**config.mk**
```make
export PLATFORM = sky130hd
export DESIGN_NAME = lsu_align
export DESIGN_NICKNAME = d
export VERILOG_FILES = /design/src/rtl/lsu_align.sv
export SDC_FILE = /design/constraint.sdc
export NUM_CORES = 1
export LEC_CHECK = 0
export CAP_MARGIN = 20
export CORE_MARGIN = 4
export CORE_UTILIZATION = 50
export CTS_BUF_LIST = sky130_fd_sc_hd__clkbuf_8
export DETAILED_ROUTE_END_ITERATION = 10
export GPL_ROUTABILITY_DRIVEN = 0
export PLACE_DENSITY_LB_ADDON = 0.15
export SYNTH_ARGS = -nofsm -noshare
export SYNTH_HDL_FRONTEND = slang
export SYNTH_SLANG_ARGS = --single-unit
```
**constraint.sdc**
```tcl
create_clock -name clk -period 2.6 [get_ports clk]
set_clock_uncertainty 0.05 [all_clocks]
set_input_delay 0.52 -clock clk [delete_from_list [all_inputs] [get_ports clk]]
set_output_delay 0.52 -clock clk [all_outputs]
set_load 0.01 [all_outputs]
```
**src/rtl/lsu_align.sv**
```systemverilog
// Load/store alignment unit between the MEM stage and data_mem.
// Aligned accesses pass straight through; misaligned half/word accesses become byte sequences.
module lsu_align #(
  parameter int ADDR_W = 8
) (
  input  logic              clk,
  input  logic              rst_n,
  input  logic              req_valid,
  output logic              req_ready,
  input  logic              req_write,
  input  logic [2:0]        req_len,
  input  logic [ADDR_W-1:0] req_addr,
  input  logic [31:0]       req_wdata,
  output logic              rsp_valid,
  output logic [31:0]       rsp_rdata,
  output logic [ADDR_W-1:0] mem_addr,
  output logic [31:0]       mem_in,
  output logic [2:0]        mem_len,
  output logic              mem_read,
  output logic              mem_write,
  input  logic [31:0]       mem_out
);

  typedef enum logic [1:0] {
    IDLE,
    ACCESS,
    SPLIT,
    RESP
  } state_t;

  state_t            state, state_nx;
  logic              wr_q;
  logic [2:0]        len_q;
  logic [ADDR_W-1:0] addr_q;
  logic [31:0]       wdata_q;
  logic [1:0]        k_q;
  logic [31:0]       asm_q;
  logic [31:0]       rdata_q;

  logic              req_invalid;
  logic              req_misaligned;
  logic [1:0]        last_k;
  logic [31:0]       asm_nx;
  logic [31:0]       split_rdata;

  assign req_invalid    = (req_len[1:0] == 2'b00);
  assign req_misaligned = ((req_len[1:0] == 2'b10) && req_addr[0]) ||
                          ((req_len[1:0] == 2'b11) && (req_addr[1:0] != 2'b00));

  // A split half ends after byte 1; a split word after byte 3.
  assign last_k = (len_q[1:0] == 2'b10) ? 2'd1 : 2'd3;

  // Assembled value including the byte arriving this cycle, so the final
  // split cycle can load the response register directly.
  always_comb begin
    asm_nx = asm_q;
    asm_nx[{k_q, 3'b000} +: 8] = mem_out[7:0];
  end

  always_comb begin
    if (len_q[1:0] == 2'b10) begin
      split_rdata = len_q[2] ? {16'b0, asm_nx[15:0]} : {{16{asm_nx[15]}}, asm_nx[15:0]};
    end else begin
      split_rdata = asm_nx;
    end
  end

  always_ff @(posedge clk or negedge rst_n) begin
    if (!rst_n) begin
      state <= IDLE;
    end else begin
      state <= state_nx;
    end
  end

  // NOTE: every signal assigned in always_comb gets a default first, so no path leaves it unassigned and no latch is inferred.
  always_comb begin
    state_nx = state;
    case (state)
      IDLE: begin
        if (req_valid) begin
          if (req_invalid)         state_nx = RESP;
          else if (req_misaligned) state_nx = SPLIT;
          else                     state_nx = ACCESS;
        end
      end
      ACCESS:  state_nx = RESP;
      SPLIT:   if (k_q == last_k) state_nx = RESP;
      RESP:    state_nx = IDLE;
      default: state_nx = IDLE;
    endcase
  end

  // NOTE: sequential state uses non-blocking assignments so all registers update together from pre-edge values.
  always_ff @(posedge clk or negedge rst_n) begin
    if (!rst_n) begin
      wr_q    <= 1'b0;
      len_q   <= 3'b000;
      addr_q  <= '0;
      wdata_q <= 32'h0;
      k_q     <= 2'd0;
      asm_q   <= 32'h0;
      rdata_q <= 32'h0;
    end else begin
      case (state)
        IDLE: begin
          if (req_valid) begin
            wr_q    <= req_write;
            len_q   <= req_len;
            addr_q  <= req_addr;
            wdata_q <= req_wdata;
            k_q     <= 2'd0;
            asm_q   <= 32'h0;
            if (req_invalid) rdata_q <= 32'h0;
          end
        end
        ACCESS: begin
          if (!wr_q) rdata_q <= mem_out;
        end
        SPLIT: begin
          k_q <= k_q + 2'd1;
          if (!wr_q) begin
            asm_q <= asm_nx;
            if (k_q == last_k) rdata_q <= split_rdata;
          end
        end
        default: ;
      endcase
    end
  end

  // Memory port decode depends only on registered state, never on req_*.
  always_comb begin
    mem_addr  = '0;
    mem_in    = 32'h0;
    mem_len   = 3'b000;
    mem_read  = 1'b0;
    mem_write = 1'b0;
    case (state)
      ACCESS: begin
        mem_addr  = addr_q;
        mem_in    = wdata_q;
        mem_len   = {len_q[2] & ~(&len_q[1:0]), len_q[1:0]};
        mem_read  = ~wr_q;
        mem_write = wr_q;
      end
      SPLIT: begin
        mem_addr = addr_q + ADDR_W'(k_q);
        if (wr_q) begin
          mem_len   = 3'b001;
          mem_in    = {24'b0, wdata_q[{k_q, 3'b000} +: 8]};
          mem_write = 1'b1;
        end else begin
          mem_len  = 3'b101;
          mem_read = 1'b1;
        end
      end
      default: ;
    endcase
  end

  assign req_ready = (state == IDLE);
  assign rsp_valid = (state == RESP);
  assign rsp_rdata = rdata_q;

endmodule

```
# Yosys cells after proc, flatten, opt, wreduce, memory -nomap -nowiden
# Index checks and enable logic that the tools add are counted.
# W data, S select, Z words.
# word_totals
reg_bits	112
output_inout_bits	79
wordCells	72
inputBits	79
# op_classes
bitwise	3
muxes	29
n_reduce_logical	14
n_addsub	3
eq_ne	12
n_shift	3
# op_table
operator	count
$mux W32	9
$pmux W32 S2	2
$pmux W32 S3	1
$bwmux W32	1
$shift A8 B7 Y32 const A	1
$shiftx A32 B6 Y8	1
$shiftx A8 B7 Y32	1
$pmux W8 S2	1
$mux W2	6
$eq A2 B2 Y1 const B	5
$add A8 B2 Y8	1
$mux W8	1
$ne A2 B2 Y1 const B	4
$pmux W2 S4	1
$reduce_and A2 Y1	4
$neg A5 Y7	1
$pmux W3 S2	1
$reduce_and A6 Y1	1
$logic_not A2 Y1	2
$pmux W1 S2	2
$pmux W2 S2	1
$reduce_bool A2 Y1	2
$mux W3	1
$reduce_and A3 Y1	1
10 further kinds	13

# Longest topological paths before layout
# Gate-level depths: netlist of the first run.
# logic_depth
word_depth	8
ltp_mapped	10
depth_no_buf	7

# Least setup slack after synthesis of the first run
# OpenSTA, ideal clock, no wires.
# synth_timing
path_kind	reg-to-output
startpoint	register state[0]
endpoint	output mem_addr[3]
arrival_ns	1.773
slack_ns	0.257
path_stages_with_launch	10
path_cell_list	dfrtp_1 inv_1 ha_1 buf_2 buf_2 and2_1 clkbuf_1 buf_2 nand2_1 o21ai_0
# synth_between
elab_chain_len	2
elab_cells_between_ends	3
cone_classes	2 x eq/ne; 1 x mux
# synth_rtl
item	line	rtl
start: declaration	31	state_t state, state_nx;
start signal: assignment	72	state <= state_nx;
$eq A2 B2 Y1 / $eq A2 B1 Y1 (equally long branches)	139	case (state)
$pmux W8 S2 (*)	139	
end: declaration	16	output logic [ADDR_W-1:0] mem_addr,
# Mark *: on every way between the ends. The rest lies on a longest branch, timed or not.

# Final worst setup path of the first run
# layout_timing
startpoint	register k_q[1]
endpoint	output mem_addr[7]
# layout_between
elab_chain_len	2
# layout_rtl
item	line	rtl
start: declaration	36	logic [1:0] k_q;
start signal: assignment	121	k_q <= k_q + 2'd1;
$add A8 B2 Y8	148	mem_addr = addr_q + ADDR_W'(k_q);
$pmux W8 S2	139	
# Every way passes these cells.

==> Flow_metrics.wiki, run 1 <==
{| class="wikitable"
! Metric !! Value
|-
| Status || finished, final reports clean
|-
| Worst Path Max Fanout || 3
|-
| Peak Freq || ~0.39 GHz
|-
| Share of the clock period used by the worst path after layout || 98.7%
|-
| DRC || 0
|-
| Vias || 4999
|-
| FP Rows || 39
|-
| Top flip-flop cell by instance count after synthesis || dfrtp_1
|-
| Hold Vio Cnt, Final || 0
|-
| Power after layout || between 9 and 10 mW
|-
| Final period demand of the worst path || 2.57 ns
|-
| Syn Std Cell Area || between 5000 and 6000 um^2
|-
| Number of antenna cells inserted || 0
|-
| Max_slew headroom || ~57%
|-
| Ordered cell list for the critical path || ha_4, a21oi_2, nor2b_2, nand4_1, or3_1, o21ai_1, buf_2
|-
| Number of nets in the layout || 800
|-
| TritonCTS clock tree || built
|-
| Buffer type at the clock tree root || clkbuf_8
|-
| Min-delay worst type || input port to async pin
|-
| Clock Pin Slew Worst Setup and Hold Paths || 0.11 ns
|-
| Gr ovfl total || 0
|-
| Synth Net Count || 625
|-
| Post-synthesis sequential area ratio || 47.5%
|-
| Required time of the worst setup path || roughly 2.0 ns
|-
| Number of endpoints failing setup at the final stage || 0
|-
| Leakage power || 3.76 nW
|-
| Wire length reported by the detailed router || ~17 mm
|-
| Wire length per cell after detailed routing || 19.5 um
|-
| Total negative setup slack || 0 ns
|-
| Kind of start point of the critical path || flip-flop
|-
| Global-route total usage across every layer || 24.7%
|-
| Fraction of the core area covered by cells at the end of the flow || 71.4%
|-
| Crit path launch || k_q[1]$_DFFE_PN0P_
|-
| Library cell contributing the largest single delay on the critical path || dfrtp_2
|-
| Mapped Cells || 533
|-
| Layout cells sized above 1 || 23.4%
|-
| Deepest clock path buffer count || 2
|-
| Via count of the first global-routing pass || 5205
|-
| Std-Cell Core Area || 11500 um^2
|-
| Element type at the critical path end || primary output
|-
| Post-cts hold buffer count || 0
|-
| TritonCTS sink count || 112
|-
| Count of flip-flops with a built-in enable after synthesis || 0
|-
| Avg Cell Area, Syn || about 11 um^2
|-
| Worst slew pin tran || around 0.65 ns
|-
| IO Port Bufs || roughly 160
|-
| Maximum number of pins on one net before global-route repair || 113
|-
| Count of H-tree levels built during CTS || 3
|-
| Detailed Place HPWL || between 10 and 15 mm
|-
| Worst path arrival time || 2.00 ns
|-
| CP top delay family || simple AND/OR/NAND/NOR gates
|-
| Initial antenna violation count || 0
|-
| Number of storage elements in the synthesis netlist || approximately 110
|-
| R2r startpoint || k_q[0]$_DFFE_PN0P_
|-
| P per Cell Area || between 1000 and 1500 nW/um^2
|-
| Total I/O pin count || 158
|-
| R2R setup slack || about 0.060 ns
|-
| Number of pins exceeding their max-slew limit in the final report || 0
|-
| Floorplan die height || 117 um
|-
| Violation count after the first detailed-routing iteration || 400
|-
| Cell area after layout || 8180 um^2
|-
| First-pass GRT wire length || 26.3 mm
|-
| Largest voltage drop on the vdd net || 0.645 mV
|-
| Buffers plus inverters on the worst setup path || 1
|-
| Clock buffers created by TritonCTS || 9
|-
| Die Wd || around 120 um
|-
| Effective utilization at floorplan || 51.5%
|-
| Placed inst area || about 7700 um^2
|-
| Category of the most critical setup path || flip-flop to primary output
|-
| Layout overhead on the synthesized area || 38.6%
|-
| Total of warnings raised by yosys || 0
|-
| Drt via density || between 5 and 6
|-
| Slowest stage delay, CP || 0.46 ns
|-
| Filler instances || between 800 and 900
|-
| Remaining number of nets flagged by the antenna check after routing || 0
|-
| Max_cap viols || 0
|-
| Number of iterations in the first detailed-routing pass || 5
|-
| Die Area || 13600 um^2
|-
| Fraction of synthesis flops using an asynchronous set or reset pin || 100%
|-
| Number of distinct library cells after synthesis || 48
|-
| RSZ-0062 raised after global routing || yes
|-
| Clock network latency to the later pin of the worst-skew pair || approximately 0.38 ns
|}
## per-layer routing
layer	wire length, um	global-route usage [%]
met5	0	0
met4	381	8.94
met3	1250	6.32
met2	8160	40.7
met1	6940	31.7
## cells in the mapped netlist (2+ instances only)
cell type / n / area [um^2]
a21oi_1: 21 / 105
a221oi_1: 13 / 114
and2b_1: 6 / 45.0
dfrtp_1: 112 / 2800
buf_2: 11 / 55.1
o31ai_1: 10 / 75.1
ha_1: 12 / 150
o22ai_1: 2 / 12.5
a21o_1: 5 / 37.5
o21ai_1: 20 / 100
clkinv_1: 3 / 11.3
inv_1: 7 / 26.3
mux4_2: 8 / 180
nand2_1: 51 / 191
a22o_1: 36 / 315
nand2b_1: 3 / 18.8
a32o_1: 8 / 80.1
nor2_1: 7 / 26.3
and2_1: 30 / 188
nor2b_1: 13 / 81.3
clkbuf_1: 24 / 90.1
nand3_1: 6 / 30.0
a22oi_1: 11 / 82.6
and3_1: 2 / 12.5
mux2_2: 51 / 574
buf_6: 4 / 45.0
a2bb2oi_1: 15 / 131
nand4_1: 2 / 12.5
nor3b_2: 2 / 25.0
o21ai_0: 20 / 100
## kinds of logic (layout without fill, tap and decap cells)
group	after synthesis	in the layout	synth area share [%]
buf+inv	50	230	3.99
compound gates	167	167	20.5
flops	112	112	47.5
xor+xnor	1	1	0.148
fa+ha+maj	13	13	2.88
mux	60	60	13.0
simple gates	130	130	12.0
## through the flow
step | std cells | hold WS [ns] | worst slack (ns)
floorplan | 533 | 0.174 | 0.257
global placement | 819 | 0.408 | -0.0338
detailed placement | 819 | 0.420 | -0.0549
CTS | 850 | 0.178 | -0.0477
global route | 856 | 0.178 | -0.0664
finish | 856 | 0.103 | 0.0334
## registers in the layout, summed over array words and instances (netlist names)
name       count
addr_q         8
wr_q           1
len_q          3
k_q            2
rsp_rdata     32
state          2
asm_q         32
wdata_q       32
## cells in the final DEF, fill, tap and decap left out, drive strengths merged, types with 2 or more instances in the layout
| cell | Yosys | layout |
|---|---|---|
| nor2b | 13 | 13 |
| a21o | 5 | 5 |
| dlymetal6s2s | 0 | 13 |
| a2bb2oi | 15 | 15 |
| clkinv | 3 | 4 |
| and3 | 2 | 2 |
| clkdlybuf4s50 | 0 | 112 |
| nor3b | 2 | 2 |
| clkbuf | 24 | 14 |
| mux2 | 51 | 51 |
| a21oi | 21 | 21 |
| inv | 7 | 11 |
| dlygate4sd2 | 0 | 15 |
| nand3 | 6 | 6 |
| a221oi | 13 | 13 |
| mux4 | 8 | 8 |
| a31oi | 2 | 2 |
| and2 | 30 | 30 |
| nand4 | 2 | 2 |
| o31ai | 10 | 10 |
| a32o | 8 | 8 |
| ha | 12 | 12 |
| nand2 | 51 | 51 |
| buf | 16 | 58 |
| a22oi | 11 | 11 |
| nor2 | 7 | 7 |
| and2b | 6 | 6 |
| o22ai | 2 | 2 |
| a22o | 36 | 36 |
| nand2b | 3 | 3 |
| o21ai | 40 | 40 |
| dfrtp | 112 | 112 |
## final timing paths
check                                                  to  cells past startpoint
worst max register to register  rsp_rdata[31]$_DFFE_PN0P_                     11
max in group asynchronous              k_q[1]$_DFFE_PN0P_                      2
worst max-delay path                          mem_addr[7]                      7
min in group clk                 rsp_rdata[1]$_DFFE_PN0P_                      2
worst min-delay path             rsp_rdata[6]$_DFFE_PN0P_                      2
worst min register to register   rsp_rdata[1]$_DFFE_PN0P_                      2
## timing repair
action                                  in CTS  in global routing
resized for setup                           80                 53
setup buffers                               14                  5
endpoints found under the setup margin      44                 59
cloned                                       1                  1
hold endpoints to repair                     0                  0
pin swaps                                    3                  5
## final cells by class
type	count	area, um^2	area share [%]
multi-input combinational	371	2960	36.2
sequential	112	2810	34.3
timing repair buffer	204	1990	24.3
tap	143	179	2.19
clock buffer	10	138	1.68
clock inverter	6	72.6	0.887
inverter	10	37.5	0.459
## power breakdown
part	switching (mW)	leakage (nW)	internal (mW)
logic	2.62	2.20	2.68
clock network	0.633	0.110	0.488
registers	0.478	1.45	2.31
(Power assumes the default switching activity.)
==> run 2, diff against run 1 <==
==> constraint.sdc (replaced) <==
create_clock -name clk -period 2.8 [get_ports clk]
set_clock_uncertainty 0.05 [all_clocks]
set_input_delay 0.56 -clock clk [delete_from_list [all_inputs] [get_ports clk]]
set_output_delay 0.56 -clock clk [all_outputs]
set_load 0.01 [all_outputs]
==> run 2 against run 1 <==
Count of clock-buffer cells in the layout is 1 higher. Global-route usage fell by 0.73 points. Clock power fell by 20%. Largest cell class unchanged.
==> Flow_metrics.wiki, run 2 (same netlist as run 1, synthesis figures left out) <==
{| class="wikitable"
! Metric !! Value
|-
| Number of pins exceeding their max-slew limit in the final report || 0 (unchanged)
|-
| Clock network latency to the later pin of the worst-skew pair || 0.38 ns (about the same)
|-
| Gr ovfl total || 0 (unchanged)
|-
| Element type at the critical path end || primary output (unchanged)
|-
| Crit path launch || k_q[0]$_DFFE_PN0P_ (was k_q[1]$_DFFE_PN0P_)
|-
| DRC || 0 (unchanged)
|-
| Number of endpoints failing setup at the final stage || 0 (unchanged)
|-
| R2r startpoint || k_q[1]$_DFFE_PN0P_ (was k_q[0]$_DFFE_PN0P_)
|-
| Largest voltage drop on the vdd net || 0.581 mV (was 0.645 mV)
|-
| Critical R2R Capture || rsp_rdata[18]$_DFFE_PN0P_ (was rsp_rdata[31]$_DFFE_PN0P_)
|-
| Worst Path Max Fanout || 19 (was 3)
|-
| Worst slew pin tran || 0.707 ns (was 0.650 ns)
|-
| Via count of the first global-routing pass || 5119 (was 5205)
|-
| Violation count after the first detailed-routing iteration || 336 (was 400)
|-
| Number of nets in the layout || 781 (was 800)
|-
| Most common cell after layout, fill and taps aside || clkdlybuf4s50_1 (unchanged)
|-
| Power after layout || 8.15 mW (was 9.21 mW)
|-
| Wire length on met2 || 7.83 mm (was 8.16 mm)
|-
| Clock Pin Slew Worst Setup and Hold Paths || 0.10 ns (was 0.11 ns)
|-
| Initial antenna violation count || 0 (unchanged)
|-
| WL met1 || 6.94 mm (about the same)
|-
| P per Cell Area || 1030 nW/um^2 (was 1130 nW/um^2)
|-
| Final period demand of the worst path || 2.73 ns
|-
| R2R setup slack || 0.21 ns (was 0.06 ns)
|-
| Maximum number of pins on one net before global-route repair || 53 (was 113)
|-
| Deepest clock path buffer count || 2 (unchanged)
|-
| Std-Cell Core Area || 11500 um^2 (unchanged)
|-
| Commonest cells after routing, fill and taps aside || 138 x clkdlybuf4s50_1, 112 x dfrtp_1, 51 x mux2_2 (was 112 x clkdlybuf4s50_1, 110 x dfrtp_1, 51 x mux2_2)
|-
| Effective utilization at floorplan || 51.5% (unchanged)
|-
| FP Rows || 39 (unchanged)
|-
| Hold_ws || 0.0944 ns (was 0.103 ns)
|-
| Status || finished, final reports clean (unchanged)
|-
| Die Area || 13600 um^2 (unchanged)
|-
| IO Port Bufs || 157 (unchanged)
|-
| Vias || 4877 (was 4999)
|-
| Min-delay worst type || input port to async pin (unchanged)
|-
| Leakage power || 3.40 nW (was 3.76 nW)
|-
| Number of iterations in the first detailed-routing pass || 5 (unchanged)
|-
| Clock buffers created by TritonCTS || 9 (unchanged)
|-
| Max_cap viols || 0 (unchanged)
|-
| Layout overhead on the synthesized area || 34.7% (was 38.6%)
|-
| Count of H-tree levels built during CTS || 3 (unchanged)
|-
| Die Wd || 117 um (unchanged)
|-
| Placed inst area || 7640 um^2 (was 7710 um^2)
|-
| Wire length per cell after detailed routing || 19.4 um (was 19.5 um)
|-
| Max_slew headroom || 52.9% (was 56.6%)
|-
| Peak Freq || 0.366 GHz
|-
| Share of the clock period used by the worst path after layout || 97.5%
|-
| Number of antenna cells inserted || 0 (unchanged)
|-
| R2R cell count || 10 (was 11)
|-
| Worst path arrival time || 2.12 ns (was 2.00 ns)
|-
| Wire length reported by the detailed router || 16.2 mm (was 16.7 mm)
|-
| Detailed Place HPWL || 11.4 mm (was 11.2 mm)
|-
| Hold Vio Cnt, Final || 0 (unchanged)
|-
| Drt via density || 5.83 (was 5.84)
|-
| Layout cells sized above 1 || 17.3% (was 23.4%)
|-
| Buffer type at the clock tree root || clkbuf_8 (unchanged)
|-
| Uppermost routed layer || met4 (unchanged)
|-
| Kind of start point of the critical path || flip-flop (unchanged)
|-
| Required time of the worst setup path || 2.19 ns (was 2.03 ns)
|-
| Category of the most critical setup path || flip-flop to primary output (unchanged)
|-
| TritonCTS clock tree || built (unchanged)
|-
| Total I/O pin count || 158 (unchanged)
|-
| First-pass GRT wire length || 25.7 mm (was 26.3 mm)
|-
| Remaining number of nets flagged by the antenna check after routing || 0 (unchanged)
|-
| Amount of wire on met3 after detailed routing || 1.20 mm (was 1.25 mm)
|-
| Floorplan die height || 117 um (unchanged)
|-
| Cell area after layout || 7950 um^2 (was 8180 um^2)
|-
| Global-route total usage across every layer || 24.0% (was 24.7%)
|-
| TritonCTS sink count || 112 (unchanged)
|}
[run 2: changes by cell type in the layout (fill, tap and decap cells not counted), moves of 2 or more]
cell / change
inv_6: -3
buf_6: -4
dlygate4sd2_1: -2
buf_2: -11
dfrtp_2: -2
o21ai_0: +5
o21ai_1: -5
inv_1: +3
clkbuf_2: -2
inv_2: -2
dlymetal6s2s_1: -12
buf_4: -13
clkdlybuf4s50_1: +26
dfrtp_1: +2
[run 2: metal layers]
layer / up-vias / track usage [%]
met2: 188 / 39.3
met5: - / 0
met4: 0 / 6.88
met1: 2395 / 31.7
li1: 2277 / -
met3: 17 / 6.11
[run 2: worst max-delay path, cell delays in order, from the launching register on]
cell and delay (ns):
dfrtp_1 0.37, buf_4 0.13, buf_12 0.15, mux4_2 0.51, a32o_1 0.28, dlygate4sd2_1 0.30
[run 2: cell type report]
type                            count  area [um^2]
Clock buffer                       11          151
Multi-Input combinational cell    371         2900
Inverter                           10         37.5
Clock inverter                      4         21.3
Fill cell                         877         3520
Tap cell                          143          179
Timing Repair Buffer              185         1850
Sequential cell                   112         2800
[run 2: power by group]
group | switching (mW) | total, mW | internal (mW)
logic | 2.31 | 4.68 | 2.37
registers | 0.435 | 2.58 | 2.14
clock network | 0.536 | 0.898 | 0.362
total | 3.28 | 8.15 | 4.87
[run 2: worst max-delay path by stage]
stage | end | slack (ns) | cells after the start
floorplan | mem_addr[3] | 0.42 | 9
global placement | mem_addr[6] | 0.06 | 8
detailed placement | mem_addr[6] | 0.01 | 8
CTS | mem_addr[6] | 0.002 | 8
global route | mem_addr[3] | -0.01 | 8
finish | mem_in[0] | 0.07 | 5
[run 2: per-stage QoR]
stage	instances	TNS, ns	utilization [%]	setup slack (ns)
2_1_floorplan	533	0	-	0.417
5_1_grt	836	-0.0296	69.3	-0.0144
4_1_cts	831	0	68.6	0.00198
3_3_place_gp	811	0	66.6	0.0556
3_5_place_dp	811	0	66.6	0.0139
6_report	836	0	69.3	0.0700
[run 2: what timing repair did]
item	4_1_cts	5_1_grt
cloned	0	1
endpoints found under the setup margin	43	26
pin swaps	0	1
resized for setup	32	13
setup buffers	5	3
hold endpoints to repair	0	0
hold buffers	0	0
